===== src/rtl/stopwatch_control_fsm_if.sv =====
// stopwatch_control_fsm_if: KEY inputs and counter/display control outputs of the stopwatch sequencer.
interface stopwatch_control_fsm_if;
  logic       start_button;
  logic       stop_button;
  logic       lap_button;
  logic       clear_button;
  logic       tick;
  logic       count_clr;
  logic       display_hold;
  logic       running;
  logic [1:0] state;
  modport master (
    output start_button, stop_button, lap_button, clear_button,
    input  tick, count_clr, display_hold, running, state
  );
  modport slave (
    input  start_button, stop_button, lap_button, clear_button,
    output tick, count_clr, display_hold, running, state
  );
endinterface


===== src/rtl/stopwatch_control_fsm.sv =====
// stopwatch_control_fsm: debounced KEY front end driving an IDLE/RUN/PAUSE/LAP sequencer and tick prescaler.
// Define STOPWATCH_LAP_EN to enable the lap button and the LAP state.
module stopwatch_control_fsm #(
  parameter int DEBOUNCE_CYCLES = 500000,
  parameter int TICK_DIV        = 500000
) (
  input logic                   clk,
  input logic                   rst_n,
  stopwatch_control_fsm_if.slave sw
);
  typedef enum logic [1:0] {IDLE = 2'b00, RUN = 2'b01, PAUSE = 2'b10, LAP = 2'b11} state_t;
  localparam int CW = $clog2(DEBOUNCE_CYCLES + 1);
  localparam int PW = $clog2(TICK_DIV);
`ifdef STOPWATCH_LAP_EN
  localparam int NB = 4;
`else
  localparam int NB = 3;
`endif
  logic [NB-1:0] btn, s1_q, s2_q, deb_q, prev_q, evt_q;
  logic [CW-1:0] cnt_q [NB];
  logic          sta_evt, stp_evt, clr_evt, lap_evt;
`ifdef STOPWATCH_LAP_EN
  assign btn     = {sw.lap_button, sw.clear_button, sw.stop_button, sw.start_button};
  assign lap_evt = evt_q[3];
`else
  logic unused_lap;
  assign btn        = {sw.clear_button, sw.stop_button, sw.start_button};
  assign lap_evt    = 1'b0;
  assign unused_lap = sw.lap_button;
`endif
  assign sta_evt = evt_q[0];
  assign stp_evt = evt_q[1];
  assign clr_evt = evt_q[2];
  // Level only changes after DEBOUNCE_CYCLES consecutive mismatching samples; evt fires on the debounced fall.
  always_ff @(posedge clk or negedge rst_n) begin
    if (!rst_n) begin
      s1_q   <= '1;
      s2_q   <= '1;
      deb_q  <= '1;
      prev_q <= '1;
      evt_q  <= '0;
      for (int i = 0; i < NB; i++) cnt_q[i] <= '0;
    end else begin
      s1_q   <= btn;
      s2_q   <= s1_q;
      prev_q <= deb_q;
      evt_q  <= prev_q & ~deb_q;
      for (int i = 0; i < NB; i++) begin
        if (s2_q[i] == deb_q[i]) cnt_q[i] <= '0;
        else if (cnt_q[i] == CW'(DEBOUNCE_CYCLES - 1)) begin
          cnt_q[i] <= '0;
          deb_q[i] <= s2_q[i];
        end else cnt_q[i] <= cnt_q[i] + CW'(1);
      end
    end
  end
  state_t        state_q, state_d;
  logic [PW-1:0] pre_q;
  logic          tick_q, clr_q, run, stopped, clear_ok, adv, wrap;
  assign run      = state_q == RUN || state_q == LAP;
  assign stopped  = state_q == IDLE || state_q == PAUSE;
  // Each branch tests its legal events in priority order, so lower-priority simultaneous events drop out.
  assign state_d  = stopped ? (clr_evt ? IDLE : sta_evt ? RUN : state_q)
                            : (stp_evt ? PAUSE : lap_evt ? (state_q == RUN ? LAP : RUN) : state_q);
  assign clear_ok = clr_evt && stopped;
  assign adv      = run && (state_d == RUN || state_d == LAP);
  assign wrap     = pre_q == PW'(TICK_DIV - 1);
  always_ff @(posedge clk or negedge rst_n) begin
    if (!rst_n) begin
      state_q <= IDLE;
      pre_q   <= '0;
      tick_q  <= 1'b0;
      clr_q   <= 1'b0;
    end else begin
      state_q <= state_d;
      clr_q   <= clear_ok;
      tick_q  <= adv && wrap;
      pre_q   <= clear_ok ? '0 : !adv ? pre_q : wrap ? '0 : pre_q + PW'(1);
    end
  end
  assign sw.tick         = tick_q;
  assign sw.count_clr    = clr_q;
  assign sw.running      = run;
  assign sw.display_hold = state_q == LAP;
  assign sw.state        = state_q;
endmodule


===== src/flat_wrapper.sv =====
// flat-port wrapper written by rule: the top's interface ports become plain ports
module stopwatch_control_fsm_flat 
#(
  parameter int DEBOUNCE_CYCLES = 500000,
  parameter int TICK_DIV        = 500000
)
  (clk, rst_n, sw_start_button, sw_stop_button, sw_lap_button, sw_clear_button, sw_tick, sw_count_clr, sw_display_hold, sw_running, sw_state);
  stopwatch_control_fsm_if sw_i ();
  input logic clk;
  input logic rst_n;
  input wire logic [$bits(sw_i.start_button)-1:0] sw_start_button;
  input wire logic [$bits(sw_i.stop_button)-1:0] sw_stop_button;
  input wire logic [$bits(sw_i.lap_button)-1:0] sw_lap_button;
  input wire logic [$bits(sw_i.clear_button)-1:0] sw_clear_button;
  output wire logic [$bits(sw_i.tick)-1:0] sw_tick;
  output wire logic [$bits(sw_i.count_clr)-1:0] sw_count_clr;
  output wire logic [$bits(sw_i.display_hold)-1:0] sw_display_hold;
  output wire logic [$bits(sw_i.running)-1:0] sw_running;
  output wire logic [$bits(sw_i.state)-1:0] sw_state;
  assign sw_i.start_button = sw_start_button;
  assign sw_i.stop_button = sw_stop_button;
  assign sw_i.lap_button = sw_lap_button;
  assign sw_i.clear_button = sw_clear_button;
  assign sw_tick = sw_i.tick;
  assign sw_count_clr = sw_i.count_clr;
  assign sw_display_hold = sw_i.display_hold;
  assign sw_running = sw_i.running;
  assign sw_state = sw_i.state;
  stopwatch_control_fsm #(.DEBOUNCE_CYCLES(DEBOUNCE_CYCLES), .TICK_DIV(TICK_DIV)) u_core (.clk(clk), .rst_n(rst_n), .sw(sw_i));
endmodule

===== config.mk =====
export PLATFORM = sky130hd
export DESIGN_NAME = stopwatch_control_fsm_flat
export DESIGN_NICKNAME = d
export VERILOG_FILES = /design/src/rtl/stopwatch_control_fsm_if.sv /design/src/rtl/stopwatch_control_fsm.sv /design/src/flat_wrapper.sv
export SDC_FILE = /design/constraint.sdc
export NUM_CORES = 1
export LEC_CHECK = 0
export CAP_MARGIN = 20
export CORE_MARGIN = 2
export CORE_UTILIZATION = 40
export CTS_CLUSTER_DIAMETER = 40
export DETAILED_ROUTE_END_ITERATION = 10
export GPL_TIMING_DRIVEN = 0
export PLACE_DENSITY = 0.62
export SETUP_SLACK_MARGIN = 0.2
export SLEW_MARGIN = 20
export SYNTH_ARGS = -nofsm -noshare
export SYNTH_HDL_FRONTEND = slang
export SYNTH_SLANG_ARGS = --single-unit

===== constraint.sdc =====
create_clock -name clk -period 1.7 [get_ports clk]
set_input_delay 0.17 -clock clk [delete_from_list [all_inputs] [get_ports clk]]
set_output_delay 0.17 -clock clk [all_outputs]
set_load 0.01 [all_outputs]

==> results.md, run 1 <==
Synth:
- Sequential cells were found to cover 54.1% of the synthesized design area.
- In the synthesized netlist the dominant register cell turns out to be dfrtp_1.
- The Yosys step of the flow raised 0 warnings.
- The instance count of the mapped netlist is 443.
- Summing every instance area after synthesis gives 4420 um^2.
- In this run, distinct cell masters in the synthesized netlist total 43.
- The average instance in the mapped netlist occupies 9.98 um^2.
- The flip-flop and latch count after synthesis is 95.
- The number of synthesized flops with an enable pin is 0.
- The post-synth net total is 453.
- The async set-or-reset flop fraction in the synthesized netlist is 100%.

Timing:
- The final number of hold-violating endpoints is 0.
- Hold timing on the final database bottoms out at a slack of 0.196 ns.
- The slew at the pin closest to its max-slew limit is 0.647 ns.
- In this run the tightest slew margin relative to its limit is 56.9%.
- For the finished layout, the period the worst path requires is 1.83 ns.
- Setup repair after global routing could not meet its margin everywhere.
- The period utilization is 108%.
- In the final timing run, aggregate negative setup slack is -0.952 ns.
- The number of setup violations in the final report is 32.
- The clock arrives with 0.0146 ns of skew.
- The timing-limited maximum frequency is 0.547 GHz.
- The slack of the critical path is -0.128 ns.
- The final number of max-transition violations came to 0.

CTS:
- The H-tree generated during clock tree synthesis spans 3 levels.
- The TritonCTS clock tree is done.
- The worst-skew pair later-pin latency is 0.38 ns.
- CTS placed an instance of clkbuf_8 at the clock tree root.
- The maximum root-to-sink buffer count is 2.
- The CTS buffer count is 9.
- The clock slew at the register clock pins of the worst setup and hold paths is 0.10 ns.
- The clock sink count is 95.

Detailed routing:
- The count of nets left with antenna violations once routing finished came out at 0.
- The routed layout has 3653 vias.
- The sum of routed wire length over all layers is 10500 um.
- The count of TritonRoute iterations in the first routing pass is 4.
- The via-per-instance ratio is 5.29.
- The count of unresolved DRC violations after routing is 0.
- The initial DRC count is 93.
- The wire length per cell is 15.3 um.

Finish:
- Cells with a size suffix above 1 make up 42.7% of the layout.
- The library cells used most frequently in the layout, excluding fill and tap cells, are dfrtp_1 (76), buf_4 (65), nand2_1 (43).
- The number of nets in the layout is 555.
- 0 antenna diodes ended up in the layout.
- The most frequent standard cell in the layout excluding fill and tap cells is dfrtp_1.
- The final instance area is 6350 um^2.
- From synthesis to final layout, the design area changed by 43.6%.
- The layout has 836 filler cells.

Critical path:
- Data on the critical path arrives at its endpoint at 2.10 ns.
- The required time of the worst setup path is 1.97 ns.
- The kind of launch point of the worst setup path is a flip-flop.
- The largest fanout of any net on the critical path is 4.
- The worst setup path is captured at a flip-flop.
- The start-to-end type of the worst setup path is reg2reg.

Power:
- The peak supply drop is 0.309 mV.
- For this design the static power due to leakage is 2.74 nW.
- The power density over the cells is 668 nW/um^2.

Floorplan:
- The floorplan step defined a die boundary enclosing 11900 um^2.
- The number of placement rows is 38.
- Pin placement for this block handled 12 I/O pins.
- The placeable core area is 10800 um^2.
- The floorplan step set the die height to 109 um.
- The die span in x is 109 um.
- The initial core utilization is 41.0%.

Placed design:
- The number of buffers added on ports is 10.
- In this run the cell area measured after placement is 4790 um^2.
- The congestion estimate from routability-driven global placement came to 0.804.
- The post-DP HPWL is 5530 um.

Status:
- The flow ran to the end, but the final reports show violations.
- The final reports fail on setup timing.

Global routing:
- The wire length of the first global-routing pass is 16600 um.
- The initial antenna violation count is 0.
- Global routing finished with a remaining overflow of 0.
- The number of global-route vias before repair is 3565.
- Global routing consumed, over all layers together, 17.8% of the routing resources.
- Entering global routing, the biggest net connects 49 pins.

Hold path:
- The min-delay analysis places its worst path in the category in2reg.

Run:
- The count of max-cap constraint violations is 0.
==> cells by family (layout without fill, tap and decap cells) <==
group	count (synthesis)	count (layout)	synth area share [%]
adders and majority gates	4	4	1.13
xor gates and xnor gates	59	59	11.7
AOI/OAI and AO/OA	18	18	2.66
and+or+nand+nor	240	240	26.9
DFF	95	95	54.1
muxes	7	7	1.70
buffers and inverters	20	127	1.84
==> cell usage after synthesis, types with 2 or more instances <==
master | n | area (um^2)
nor2_1 | 86 | 323
a21oi_1 | 5 | 25.0
ha_1 | 4 | 50.1
nand4b_1 | 3 | 26.3
mux2_2 | 4 | 45.0
clkbuf_1 | 6 | 22.5
nand2b_1 | 2 | 12.5
nor2b_1 | 5 | 31.3
nor4bb_1 | 2 | 20.0
or4_1 | 2 | 15.0
and4_1 | 3 | 26.3
and2_1 | 4 | 25.0
a211o_1 | 2 | 17.5
dfstp_2 | 12 | 315
dfrtp_1 | 83 | 2080
and3_1 | 8 | 50.1
nor4b_1 | 2 | 17.5
nand3_1 | 33 | 165
or2_2 | 4 | 25.0
o21ai_0 | 3 | 15.0
inv_1 | 9 | 33.8
nand4_1 | 18 | 113
mux2i_1 | 3 | 30.0
xor2_1 | 40 | 350
xnor2_1 | 19 | 166
nand2_1 | 44 | 165
nor4_1 | 6 | 37.5
buf_2 | 5 | 25.0
nor3_1 | 11 | 55.1
a31oi_1 | 2 | 12.5
==> routing by layer <==
metal	vias to the layer above	GRT usage (%)	share of wire, %
met4	0	7.60	1.9
met3	15	3.11	2.3
met5	-	0	0
met2	38	30.3	53
li1	1705	-	-
met1	1895	22.3	43
==> registers in the layout, indices dropped and copies added, names as in the netlist <==
signal	flops
u_core.cnt_q	57
u_core.deb_q	3
u_core.evt_q	3
u_core.pre_q	19
u_core.prev_q	3
u_core.s1_q	3
u_core.s2_q	3
u_core.sw.count_clr	1
u_core.sw.state	2
u_core.sw.tick	1
==> what timing repair did <==
action                     in CTS  in global routing
pin swaps                      59                 47
hold endpoints to repair       38                  0
hold buffers                    1                  0
buffers inserted               58                 17
gates resized for setup        98                 69
cloned                          3                  1
setup endpoints to repair      72                 80
==> worst max-delay path, cell delays in order, from the launching register on <==
cell and delay, ns:
dfrtp_2 0.44, or4_4 0.53, nor4_4 0.18, a21oi_2 0.14
and3_1 0.18, a211o_1 0.25
==> final timing paths <==
check | startpoint | endpoint | slack (ns) | cells past startpoint
min | sw_clear_button | u_core.s1_q[2]$_DFF_PN1_ | 0.20 | 1
max | u_core.pre_q[12]$_DFFE_PN0P_ | u_core.pre_q[15]$_DFFE_PN0P_ | -0.13 | 5
min reg2reg | u_core.s1_q[2]$_DFF_PN1_ | u_core.s2_q[2]$_DFF_PN1_ | 0.36 | 0
min in group asynchronous | rst_n | u_core.pre_q[10]$_DFFE_PN0P_ | 0.28 | 2
max in group asynchronous | rst_n | u_core.s2_q[0]$_DFF_PN1_ | 0.76 | 3
max reg2reg | u_core.pre_q[12]$_DFFE_PN0P_ | u_core.pre_q[15]$_DFFE_PN0P_ | -0.13 | 5
==> power breakdown <==
group	internal (W)	switching [W]	leakage, nW
Clock	0.000812	0.000852	0.116
Sequential	0.00229	0.0000234	1.27
Combinational	0.000126	0.000139	1.36
==> through the flow <==
step | util [%] | power, W | instances | setup WS [ns]
2_1_floorplan | - | 0.00241 | 443 | -0.0392
6_report | 58.8 | 0.00424 | 690 | -0.128
3_5_place_dp | 44.4 | 0.00249 | 594 | -0.279
5_1_grt | 58.8 | 0.00440 | 690 | -0.212
3_3_place_gp | 44.1 | 0.00248 | 593 | -3.02
4_1_cts | 54.9 | 0.00423 | 672 | -0.0990
==> final cells by class <==
type / instances / area [um^2] / share of cell area [%]
multi-input combinational: 328 / 2570 / 40.5
sequential: 95 / 2400 / 37.8
timing repair buffer: 91 / 833 / 13.1
clock buffer: 13 / 203 / 3.19
tap: 140 / 175 / 2.76
buffer: 11 / 106 / 1.67
inverter: 9 / 33.8 / 0.532
clock inverter: 3 / 26.3 / 0.414
Power figures use the tool's default switching activity.
==> run 2, diff against run 1 <==
--- a/config.mk
+++ b/config.mk
@@ -11,7 +11,7 @@
 export CTS_CLUSTER_DIAMETER = 40
 export DETAILED_ROUTE_END_ITERATION = 10
 export GPL_TIMING_DRIVEN = 0
-export PLACE_DENSITY = 0.62
+export PLACE_DENSITY = 0.6
 export SETUP_SLACK_MARGIN = 0.2
 export SLEW_MARGIN = 20
 export SYNTH_ARGS = -nofsm -noshare
==> constraint.sdc (replaced) <==
create_clock -name clk -period 1.93 [get_ports clk]
set_input_delay 0.4825 -clock clk [delete_from_list [all_inputs] [get_ports clk]]
set_output_delay 0.4825 -clock clk [all_outputs]
set_load 0.01 [all_outputs]
==> results.md, run 2 (synthesized netlist as in run 1, its figures left out) <==
Floorplan:
- The die span in x is 109 um (unchanged).
- The I/O pin count is 12 (unchanged).
- The die outline height was 109 um (unchanged).
- The placeable core area was 10800 um^2 (unchanged).
- The initial core utilization was 41.0% (unchanged).
- The area of the die is 11900 um^2 (unchanged).
- The number of placement rows is 38 (unchanged).

Critical path:
- Broken down by cell family, the worst path's largest delay share belongs to simple AND/OR/NAND/NOR gates.
- The worst-path cell with the longest stage delay is or4_4.
- The worst register-to-register path ends at u_core.pre_q[0]$_DFFE_PN0P_.
- The start-to-end type of the worst setup path is reg2reg.
- The signal on the critical path passes through or4_4 > nor4_4 > a21oi_2 > buf_4 > mux2_4.
- The startpoint identified for the worst register-to-register timing path is u_core.pre_q[11]$_DFFE_PN0P_.
- The endpoint class of the critical path is a flip-flop.
- The total buffers and inverters traversed by the critical path is 1 (+1).
- The delay of the slowest cell on the worst path was 0.55 ns (+0.02 ns).
- STA classifies the critical path startpoint as a flip-flop.
- The required time of the worst setup path came to 2.18 ns (+0.21 ns).
- The arrival time of the worst setup path is 2.10 ns (about the same).
- The register-to-register setup slack is 0.08 ns (+0.21 ns).
- The worst reg2reg path depth is 5 (unchanged).
- The largest fanout of any net on the critical path is 4 (unchanged).

Detailed routing:
- The count of TritonRoute iterations in the first routing pass is 4 (unchanged).
- The wire length per cell came to 13.6 um (-11%).
- The sum of routed wire length over all layers is 8820 um (-16%).
- The via-per-instance ratio is 5.13 (-3.2%).
- The count of unresolved DRC violations after routing is 0 (unchanged).
- The detailed router used layers up to and including met4.
- The total length of routed met3 wires is 275 um (+15%).
- The met1 routed wirelength after detailed routing was 4140 um (-8.3%).
- The initial DRC count is 155 (+67%).
- The total via count in the routed design was 3316 (-9.2%).
- The remaining number of nets flagged by the antenna check after routing came to 0 (unchanged).
- The met2 routed wirelength is 4330 um (-22%).

Power:
- The power density over the cells is 649 nW/um^2 (-2.8%).
- The switching power came to 0.000813 W (-20%).
- The proportion of power drawn by combinational gates is 4.4% (-1.8 points).
- The static leakage power is 2.52 nW (-7.8%).
- The peak supply drop is 0.390 mV (+26%).
- The proportion of power drawn by the clock network is 40.8% (+1.6 points).
- The net switching share of the total power came to 21.9% (-2.0 points).
- The register share of total power is 54.8% (+0.3 points).
- The cell internal power dissipation came to 0.00290 W (-10%).

Global routing:
- The total global-route track usage is 15.6% (-2.2 points).
- The number of global-route vias before repair came to 3206 (-10%).
- The maximum number of pins on one net before global-route repair is 52 (+6.1%).
- The wire length of the first global-routing pass is 14700 um (-11%).
- The initial antenna violation count is 0 (unchanged).
- The total overflow reported by the global router came to 0 (unchanged).

Placed design:
- The pre-CTS setup slack came to -0.197 ns (+0.0823 ns).
- The final RePlAce weighted congestion is 0.794 (-1.2%).
- The post-DP HPWL is 5450 um (-1.5%).
- The count of placed standard cells including taps is 594 (unchanged).
- The number of buffers added on ports is 10 (unchanged).

Timing:
- The slack of the critical path is 0.0792 ns (+0.207 ns).
- The period utilization was 95.9% (-12 points).
- The clock skew is 0.00839 ns (-0.00619 ns).
- The timing-limited maximum frequency is 0.540 GHz (-1.2%).
- The shortest period the worst path allows is 1.85 ns (+0.0226 ns).
- The final-layout worst hold slack came to 0.0404 ns (-0.155 ns).
- Setup repair after global routing could not meet its margin everywhere.
- The relative slew slack is 70.6% (+14 points).
- The number of setup violations in the final report is 0 (-100%).
- The final number of hold-violating endpoints is 0 (unchanged).
- The final number of max-transition violations came to 0 (unchanged).
- The slew at the pin closest to its max-slew limit was 0.438 ns (-0.209 ns).

Finish:
- The number of nets in the layout is 512 (-7.7%).
- The post-route non-filler standard cell count is 647 (-6.2%).
- The number of antenna repair diodes is 0 (unchanged).
- The most frequent standard cell in the layout excluding fill and tap cells is dfrtp_1.
- Compared with the post-synthesis result, the final layout area differs by 29.3%.
- The flip-flop count of the largest register, all copies and words added was 57 (unchanged).
- In the final layout, the registers with the most flip-flops are u_core.cnt_q (57), u_core.pre_q (19).
- The fraction of layout cells with a size suffix above 1 was 29.0% (-14 points).
- The register with the most flip-flops is u_core.cnt_q.
- In the layout the commonest cells are dfrtp_1 (77), nor2_1 (68), nand2_1 (43).

CTS:
- The clock slew at the register clock pins of the worst setup and hold paths is 0.09 ns (about the same).
- The clock sink count was 95 (unchanged).
- The worst-skew pair later-pin latency is 0.35 ns (-0.03 ns).
- The buffer cell driving the clock tree root is clkbuf_8.
- TritonCTS built the clock tree.
- The CTS buffer count is 9 (unchanged).
- The maximum root-to-sink buffer count was 2 (unchanged).
- The H-tree depth is 3 (unchanged).

Hold path:
- In this run the worst hold path is classified as in2async.

Status:
- The run finished with clean final reports.

Run:
- The count of max-cap constraint violations is 0 (unchanged).
==> run 2: cell types whose count changed in the layout (fill, tap and decap cells not counted), moves of 7 or more <==
| cell | delta |
|---|---|
| nor2_1 | +34 |
| buf_4 | -31 |
| nor2_2 | -29 |
| buf_6 | -8 |
| nand3_1 | +8 |
| nand3_2 | -7 |
==> run 2: power groups by stage <==
stage | Combinational (W) | Clock (W) | Sequential, W
finish | 0.000163 | 0.00151 | 0.00204
global route | 0.000186 | 0.00164 | 0.00204
CTS | 0.000120 | 0.00158 | 0.00203
detailed placement | 0.000112 | 0 | 0.00207
global placement | 0.000105 | 0 | 0.00207
floorplan | 0.0000463 | 0 | 0.00207
==> run 2: per-stage QoR <==
stage          setup TNS (ns)  util, %  cell area, um^2  power, W
6_report                    0     53.0             5720   0.00371
5_1_grt                     0     53.0             5720   0.00386
4_1_cts                     0     48.4             5230   0.00374
3_5_place_dp            -2.00     43.8             4730   0.00219
3_3_place_gp          -289.21     43.5             4700   0.00218
2_1_floorplan               0        -             4420   0.00212
==> run 2: layer usage <==
layer	vias up	track usage, %
li1	1617	-
met1	1648	20.8
met2	43	25.2
met3	8	3.95
met4	0	4.40
met5	-	0
==> run 2: worst register-to-register path, delay by kind of cell, from the launching register on <==
kind | cells | cell delay (ns)
flip-flops | 1 | 0.40
buffers and inverters | 1 | 0.18
AO/OA/AOI/OAI | 1 | 0.15
AND/OR/NAND/NOR | 2 | 0.76
multiplexers | 1 | 0.26
==> run 2: final cells by class <==
type	instances	area, um^2
fillers	927	5080
repair buffers	48	445
multi-input cells	328	2320
plain buffers	11	101
clock inverters	5	88.8
clock buffers	11	151
flip-flops and latches	95	2400
inverters	9	33.8
well taps	140	175
==> run 2: worst max-delay path by stage <==
stage | start | slack (ns) | end | depth (start not counted)
6_report | u_core.pre_q[11]$_DFFE_PN0P_ | 0.08 | u_core.pre_q[0]$_DFFE_PN0P_ | 5
5_1_grt | u_core.pre_q[11]$_DFFE_PN0P_ | 0.02 | u_core.pre_q[3]$_DFFE_PN0P_ | 6
2_1_floorplan | u_core.pre_q[11]$_DFFE_PN0P_ | 0.19 | u_core.pre_q[15]$_DFFE_PN0P_ | 5
3_5_place_dp | u_core.sw.state[0]$_DFF_PN0_ | -0.20 | u_core.pre_q[16]$_DFFE_PN0P_ | 6
4_1_cts | u_core.pre_q[12]$_DFFE_PN0P_ | 0.11 | u_core.pre_q[15]$_DFFE_PN0P_ | 5
3_3_place_gp | rst_n | -3.17 | u_core.cnt_q[10]$_DFF_PN0_ | 1
==> run 2: repair_timing <==
item | CTS | global route
setup buffers | 17 | 18
pin swaps | 14 | 25
hold buffers | 0 | 0
gates cloned | 1 | 1
gates resized for setup | 40 | 82
setup endpoints to repair | 54 | 71
